**config.mk**
```make
export PLATFORM = sky130hd
export DESIGN_NAME = dmem_responder
export DESIGN_NICKNAME = d
export VERILOG_FILES = /design/src/rtl/dmem_responder.sv
export SDC_FILE = /design/constraint.sdc
export NUM_CORES = 2
export LEC_CHECK = 0
export BUFFER_PORTS_ARGS = -buffer_cell sky130_fd_sc_hd__buf_2
export CORE_MARGIN = 1.5
export CORE_UTILIZATION = 40
export DETAILED_ROUTE_END_ITERATION = 6
export HOLD_SLACK_MARGIN = 0.12
export PLACE_DENSITY = 0.66
export SLEW_MARGIN = 20
export SYNTH_ARGS = -nofsm -noshare
export SYNTH_HDL_FRONTEND = slang
export SYNTH_SLANG_ARGS = --single-unit
```
**constraint.sdc**
```tcl
create_clock -name i_clk -period 4.2 [get_ports i_clk]
set_input_delay 0.21 -clock i_clk [delete_from_list [all_inputs] [get_ports i_clk]]
set_output_delay 0.21 -clock i_clk [all_outputs]
set_load 0.05 [all_outputs]
```
**src/rtl/dmem_responder.sv**
```systemverilog
// Word-organised data-memory responder with a programmable wait-state count.
// One request is accepted at a time; ack, err, busy and rdata come straight from flops.
module dmem_responder #(
  parameter int DEPTH_WORDS = 64,
  parameter int WAIT_CYCLES = 2
) (
  input  logic        i_clk,
  input  logic        i_rst_n,
  input  logic        i_req,
  input  logic        i_we,
  input  logic [31:0] i_addr,
  input  logic [31:0] i_wdata,
  output logic [31:0] o_rdata,
  output logic        o_ack,
  output logic        o_err,
  output logic        o_busy
);

  localparam int AW = (DEPTH_WORDS > 1) ? $clog2(DEPTH_WORDS) : 1;
  localparam int CW = (WAIT_CYCLES > 1) ? $clog2(WAIT_CYCLES) : 1;
  localparam logic [CW-1:0] CNT_LOAD = (WAIT_CYCLES > 0) ? CW'(WAIT_CYCLES - 1) : '0;

  // state | meaning
  // IDLE  | waiting for req; WAIT | counting wait states; RESP | ack cycle
  localparam logic [1:0] S_IDLE = 2'd0;
  localparam logic [1:0] S_WAIT = 2'd1;
  localparam logic [1:0] S_RESP = 2'd2;

  logic [1:0]    r_state;
  logic [CW-1:0] r_cnt;
  logic          r_we;
  logic [31:0]   r_addr;
  logic [31:0]   r_wdata;
  logic [31:0]   r_rdata;
  logic          r_ack;
  logic          r_err;
  logic          r_busy;
  logic [31:0]   r_mem [DEPTH_WORDS];

  logic [1:0]    w_next_state;
  logic          w_capture;
  logic          w_enter_resp;
  logic          w_we_eff;
  logic [31:0]   w_addr_eff;
  logic [31:0]   w_wdata_eff;
  logic [29:0]   w_idx;
  logic [AW-1:0] w_mem_idx;
  logic          w_err;
  logic          w_mem_we;

  // With zero wait states RESP is entered on the capture edge itself, so the
  // access must be decoded from the live inputs while still in IDLE.
  always_comb begin
    w_capture   = (r_state == S_IDLE) && i_req;
    w_we_eff    = (r_state == S_IDLE) ? i_we    : r_we;
    w_addr_eff  = (r_state == S_IDLE) ? i_addr  : r_addr;
    w_wdata_eff = (r_state == S_IDLE) ? i_wdata : r_wdata;
    w_idx       = w_addr_eff[31:2];
    w_mem_idx   = w_idx[AW-1:0];
    w_err       = (w_addr_eff[1:0] != 2'b00) || (w_idx >= 30'(DEPTH_WORDS));
    w_enter_resp = (w_capture && (WAIT_CYCLES == 0)) ||
                   ((r_state == S_WAIT) && (r_cnt == '0));
    w_mem_we    = w_enter_resp && w_we_eff && !w_err && i_rst_n;
  end

  always_comb begin
    w_next_state = r_state;
    case (r_state)
      S_IDLE: begin
        if (i_req) w_next_state = (WAIT_CYCLES == 0) ? S_RESP : S_WAIT;
      end
      S_WAIT: begin
        if (r_cnt == '0) w_next_state = S_RESP;
      end
      S_RESP:  w_next_state = S_IDLE;
      default: w_next_state = S_IDLE;
    endcase
  end

  always_ff @(posedge i_clk or negedge i_rst_n) begin
    if (!i_rst_n) begin
      r_state <= S_IDLE;
      r_cnt   <= '0;
      r_we    <= 1'b0;
      r_addr  <= '0;
      r_wdata <= '0;
      r_rdata <= '0;
      r_ack   <= 1'b0;
      r_err   <= 1'b0;
      r_busy  <= 1'b0;
    end else begin
      r_state <= w_next_state;
      if (w_capture) begin
        r_we    <= i_we;
        r_addr  <= i_addr;
        r_wdata <= i_wdata;
        r_cnt   <= CNT_LOAD;
      end else if ((r_state == S_WAIT) && (r_cnt != '0)) begin
        r_cnt <= r_cnt - 1'b1;
      end
      r_ack  <= w_enter_resp;
      r_err  <= w_enter_resp && w_err;
      r_busy <= (w_next_state != S_IDLE);
      if (w_enter_resp && (w_err || !w_we_eff)) begin
        r_rdata <= w_err ? 32'h0 : r_mem[w_mem_idx];
      end
    end
  end

  // RAM array is deliberately left without reset.
  always_ff @(posedge i_clk) begin
    if (w_mem_we) r_mem[w_mem_idx] <= w_wdata_eff;
  end

  assign o_rdata = r_rdata;
  assign o_ack   = r_ack;
  assign o_err   = r_err;
  assign o_busy  = r_busy;

endmodule
```
---- Word-level counts from Yosys, hierarchy flattened ----
Memories as Yosys holds them, arrays and structs flattened.
Index checks and enable logic that the tools add are counted.
word-level totals
  register bits ........................... 103
  RAM bits ................................ 2048
  input port bits ......................... 68
  word-level logic and storage cells ...... 41
  memories kept ........................... 1
cells by class
  add/sub/neg operators ................... 1
  order comparisons ....................... 1
  eq/ne operators ......................... 1
  multiplexer cells ....................... 11
  bitwise gates (word level) .............. 1
  reductions and logical operators ........ 16
memories
  name   words  bits a word  read ports  clocked after memory_dff  write ports  line  text
  r_mem  64     32           1           0                         1            38    logic [31:0] r_mem [DEPTH_WORDS];
operators by type and width
  cell                 count
  $mux 32              3
  $ge 30x7->1 const B  1
  $logic_and 1x1->1    8
  $reduce_bool 2->1    3
  $mux 1               5
  $mux 2               2
  $pmux 2 s2           1
  $eq 2x1->1 const B   1
  $logic_not 1->1      2
  $logic_not 2->1      1
  $logic_or 1x1->1     2
  $not 1->1            1
  $sub 1x1->1 const B  1

---- Logic depth before layout (Yosys ltp) ----
  depth after elaboration ................. 9
  depth in mapped cells ................... 13
  depth with buffers taken out ............ 7

---- Worst setup path after synthesis ----
OpenSTA, ideal clock, no wires.
  kind .................................... reg2reg
  start point ............................. reg r_state[1]
  end point ............................... mem r_mem[2][0], enable pin
  arrival time ............................ 3564 ps
  required time ........................... 3779 ps
  slack ................................... 215 ps
  cell stages (with the launch flop) ...... 9
  buffers on the path ..................... 4
  path through ............................ dfrtp_1 buf_6 nor2_2 buf_4 mux2i_1 clkbuf_1 clkbuf_1 nand3_1 nor2_1
on the way
  longest elaborated chain between the ends .. 9
RTL lines
  item                                                     line    text
  start, declared                                          29      logic [1:0] r_state;
  start signal, assigned                                   92      r_state <= w_next_state;
  $logic_not 2->1                                          55, 56
  $mux 32                                                  56      w_addr_eff = (r_state == S_IDLE) ? i_addr : r_addr;
  $ge 30x7->1 / $reduce_bool 2->1 (equally long branches)  60      w_err = (w_addr_eff[1:0] != 2'b00) || (w_idx >= 30'(DEPTH_WORDS));
  $logic_or 1x1->1                                         60
  $logic_not 1->1                                          63      w_mem_we = w_enter_resp && w_we_eff && !w_err && i_rst_n;
  $logic_and 1x1->1 (2 in a row)                           63
  $mux 1                                                   112     if (w_mem_we) r_mem[w_mem_idx] <= w_wdata_eff;
  $mux 1 (implied by the code)                             112
  end, declared                                            38
Parallel ways exist; a longest one is shown, timed or not.

---- Worst setup path in the final report ----
  start point ............................. reg r_state[1]
  end point ............................... mem r_mem[29][8], enable pin
The elaborated chain is that of the path after synthesis.

==> impl_metrics.ini <==
[grt]
grt_pass1_wl_mm = 393
antenna_found_initial = 11
grt_pass1_vias = 50100
grt_overflow_total = 0
grt_max_degree = 74
track_usage_pct = 27.3

[detailed_routing]
drt_iter0_markers = 10400
vias = 53400
drc = 0
dr.pass1.iters = 6
wire_per_inst_um = 34.6
totalWireLength_mm = 287
ant_nets = 0
vias_per_cell = 6.44

[yosys]
synth_cells = 5004
ys_warn_count = 0
synthFlopType = edfxtp_1
ys_ff_latch = 2151
syn_nets = 5072
netlist.area_leader.share_pct = 75.9
synth_area_um2 = 81000
synth_top_area_cell = edfxtp_1
seq_area_frac_synth_pct = 79.1
ys_async_sr_fraction_pct = 4.79
avgSynthCellArea_um2 = 16.2
synth.distinct_cells = 71
synth.area.top_cells = edfxtp_1, o22ai_1, dfrtp_1
synth_edf_count = 2048

[setup_path]
crit_fanout = 27
cp-startpoint = r_state[1]$_DFF_PN0_
required_ns = 4.72
r2r_start = r_state[1]$_DFF_PN0_
end_kind = flop
crit_arrival_ns = 4.63
crit_type = reg2reg
start_kind = flop

[cts]
ctsRootBufferMaster = clkbuf_16
clk_path_buf_depth = 3
numCtsBuffers = 205
path_clk_slew_ns = 0.06
cts_tree = done
clkLatencyLatePin_ns = 0.88
h-tree-depth = 4
clock-sinks = 2151

[timing]
fin_skew_ns = 0.0595
rsz0062_at_grt = no
whs_ns = 0.155
final.setup.tns_ns = 0
setup_viol = 0
slew_headroom_pct = 16.8
slew_viol_final = 0
fin_crit_sh_pct = 97.9
worst_slew_pin_slew_ns = 1.24
hold_viol = 0
min_period_ns = 4.11
clock.fmax_ghz = 0.243

[power_and_ir_drop]
ir_drop_v = 0.000647
powerDensity_nw_per_um2 = 717
leakage_nw = 31.2

[status]
status = complete, no violations

[worst_hold_path]
hp-class = in2reg
worstHoldStart = i_wdata[21]

[place]
dp_hpwl_mm = 164
port_buffers = 102
place.gp.congestion = 0.932

[die]
die_x_um = 453
boundaryPins = 103
start_util_pct = 40.2
rows = 165
core_um2 = 202000
die_area_um2 = 205000
fp.dieH_um = 453

[run]
cap_violations = 0

[layout]
final_nets = 5510
fillCellCount = 16600
drive_gt1_share_pct = 16.8
syn2layout_area_growth_pct = 17.3
==> Yosys cell counts, types with 9 or more instances <==
cell       instances
o41ai_1           24
o221ai_1          11
clkbuf_1          92
a31o_2            13
mux2_2           105
o21ai_0           29
a21oi_1          170
nor4_1            68
buf_4             33
a32o_1            52
a31oi_1           65
mux2i_1          136
or3_1             12
buf_1             30
o2111ai_1         10
o22a_1            12
nor2_1           222
nor3_1            57
a211oi_1          22
buf_6             14
and3_1            27
dfrtp_1          103
a32oi_1           79
o31ai_1           43
nand2_1          594
buf_2            145
o22ai_1          514
or4_1              9
edfxtp_1        2048
nand3_1          158
==> registers in the layout, summed over array words and instances (netlist names), 2 cells and up <==
register / cells
o_rdata: 32
r_addr: 32
r_wdata: 32
r_state: 2
r_mem: 2048
==> critical path: stages, from the launching register on <==
cell and delay (ns):
dfrtp_1 0.75, nor2_4 0.22, o21ai_0 1.01, nand2_2 0.86
buf_4 0.43, nor2_4 0.12, buf_12 0.31
==> worst paths after layout <==
path	endpoint	slack, ns	cells after the start
worst max-delay path	r_mem[29][8]$_DFFE_PP_	0.09	6
worst min-delay path	r_wdata[21]$_DFFE_PN0P_	0.16	3
worst max register to register	r_mem[29][8]$_DFFE_PP_	0.09	6
worst min register to register	o_rdata[20]$_DFFE_PN0P_	0.50	1
max in group asynchronous	o_rdata[20]$_DFFE_PN0P_	2.69	4
min in group asynchronous	r_wdata[28]$_DFFE_PN0P_	0.21	3
==> layout by cell type (no fill, tap or decap), types with 7 or more instances in the layout <==
master / netlist / final
a2111oi_0: 7 / 7
a211oi_1: 22 / 22
a21oi_1: 170 / 170
a22oi_4: 7 / 7
a31o_2: 13 / 13
a31oi_1: 65 / 65
a32o_1: 52 / 52
a32oi_1: 79 / 79
and3_1: 27 / 27
buf_12: 0 / 71
buf_2: 145 / 101
buf_4: 33 / 260
bufinv_16: 0 / 16
clkbuf_1: 92 / 48
clkbuf_16: 0 / 206
clkinv_1: 0 / 46
clkinv_2: 0 / 31
dfrtp_1: 103 / 103
diode_2: 0 / 8
dlygate4sd3_1: 0 / 112
edfxtp_1: 2048 / 2048
mux2_2: 105 / 96
mux2_4: 0 / 9
mux2i_1: 136 / 132
nand2_1: 594 / 591
nand3_1: 158 / 156
nand4_1: 7 / 7
nor2_1: 222 / 156
nor2_4: 0 / 66
nor3_1: 57 / 55
nor4_1: 68 / 68
o2111ai_1: 10 / 10
o21ai_0: 29 / 29
o221ai_1: 11 / 11
o22a_1: 12 / 12
o22ai_1: 514 / 514
o31ai_1: 43 / 43
o41ai_1: 24 / 23
or3_1: 12 / 10
or4_1: 9 / 9
==> cell families after synthesis <==
kind of cell           after synthesis  share of synthesized area (%)
DFF                               2151                           79.1
and+or+nand+nor                   1193                           6.46
AOI/OAI and AO/OA                 1103                           9.34
buffers and inverters              316                           1.97
muxes                              241                           3.14
==> per-stage QoR <==
| step | instances | util (%) | area, µm² | total power [mW] | setup WS (ns) |
|---|---|---|---|---|---|
| 2_1_floorplan | 5004 | - | 81000 | 39.7 | 0.215 |
| 3_3_place_gp | 7795 | 43.3 | 87300 | 48.9 | 0.106 |
| 3_5_place_dp | 7795 | 43.3 | 87300 | 49.3 | 0.0794 |
| 4_1_cts | 8284 | 47.1 | 95000 | 67.3 | 0.0227 |
| 5_1_grt | 8287 | 47.1 | 95000 | 69.5 | 0.0155 |
| 6_report | 8292 | 47.1 | 95000 | 68.1 | 0.0863 |
==> cell type report <==
| type | instances | area [µm²] | share of cell area, % |
|---|---|---|---|
| Tap cell | 2672 | 3340 | 3.52 |
| Clock inverter | 118 | 1150 | 1.21 |
| Clock buffer | 259 | 5400 | 5.69 |
| Inverter | 2 | 7.51 | 0.00790 |
| Sequential cell | 2151 | 64100 | 67.4 |
| Timing Repair Buffer | 545 | 5010 | 5.27 |
| Multi-Input combinational cell | 2537 | 16000 | 16.8 |
| Antenna cell | 8 | 20.0 | 0.0211 |
==> where the power goes <==
part           total [mW]  switching [mW]  internal, mW
clock                18.3            8.16          10.1
sequential           27.8           0.258          27.5
combinational        22.1            16.2          5.91
==> what timing repair did <==
action	CTS	global route
gates resized for setup	0	1
setup endpoints to repair	0	1
hold buffers	112	0
setup buffers	0	0
hold endpoints to repair	219	0
==> metal layers <==
| layer | vias up | wire, µm | track usage, % |
|---|---|---|---|
| li1 | 20900 | - | - |
| met2 | 5002 | 127000 | 41.1 |
| met5 | - | 34 | 0 |
| met3 | 879 | 45200 | 8.45 |
| met4 | 4 | 15600 | 12.7 |
| met1 | 26700 | 99100 | 36.1 |
(Power assumes the default switching activity.)
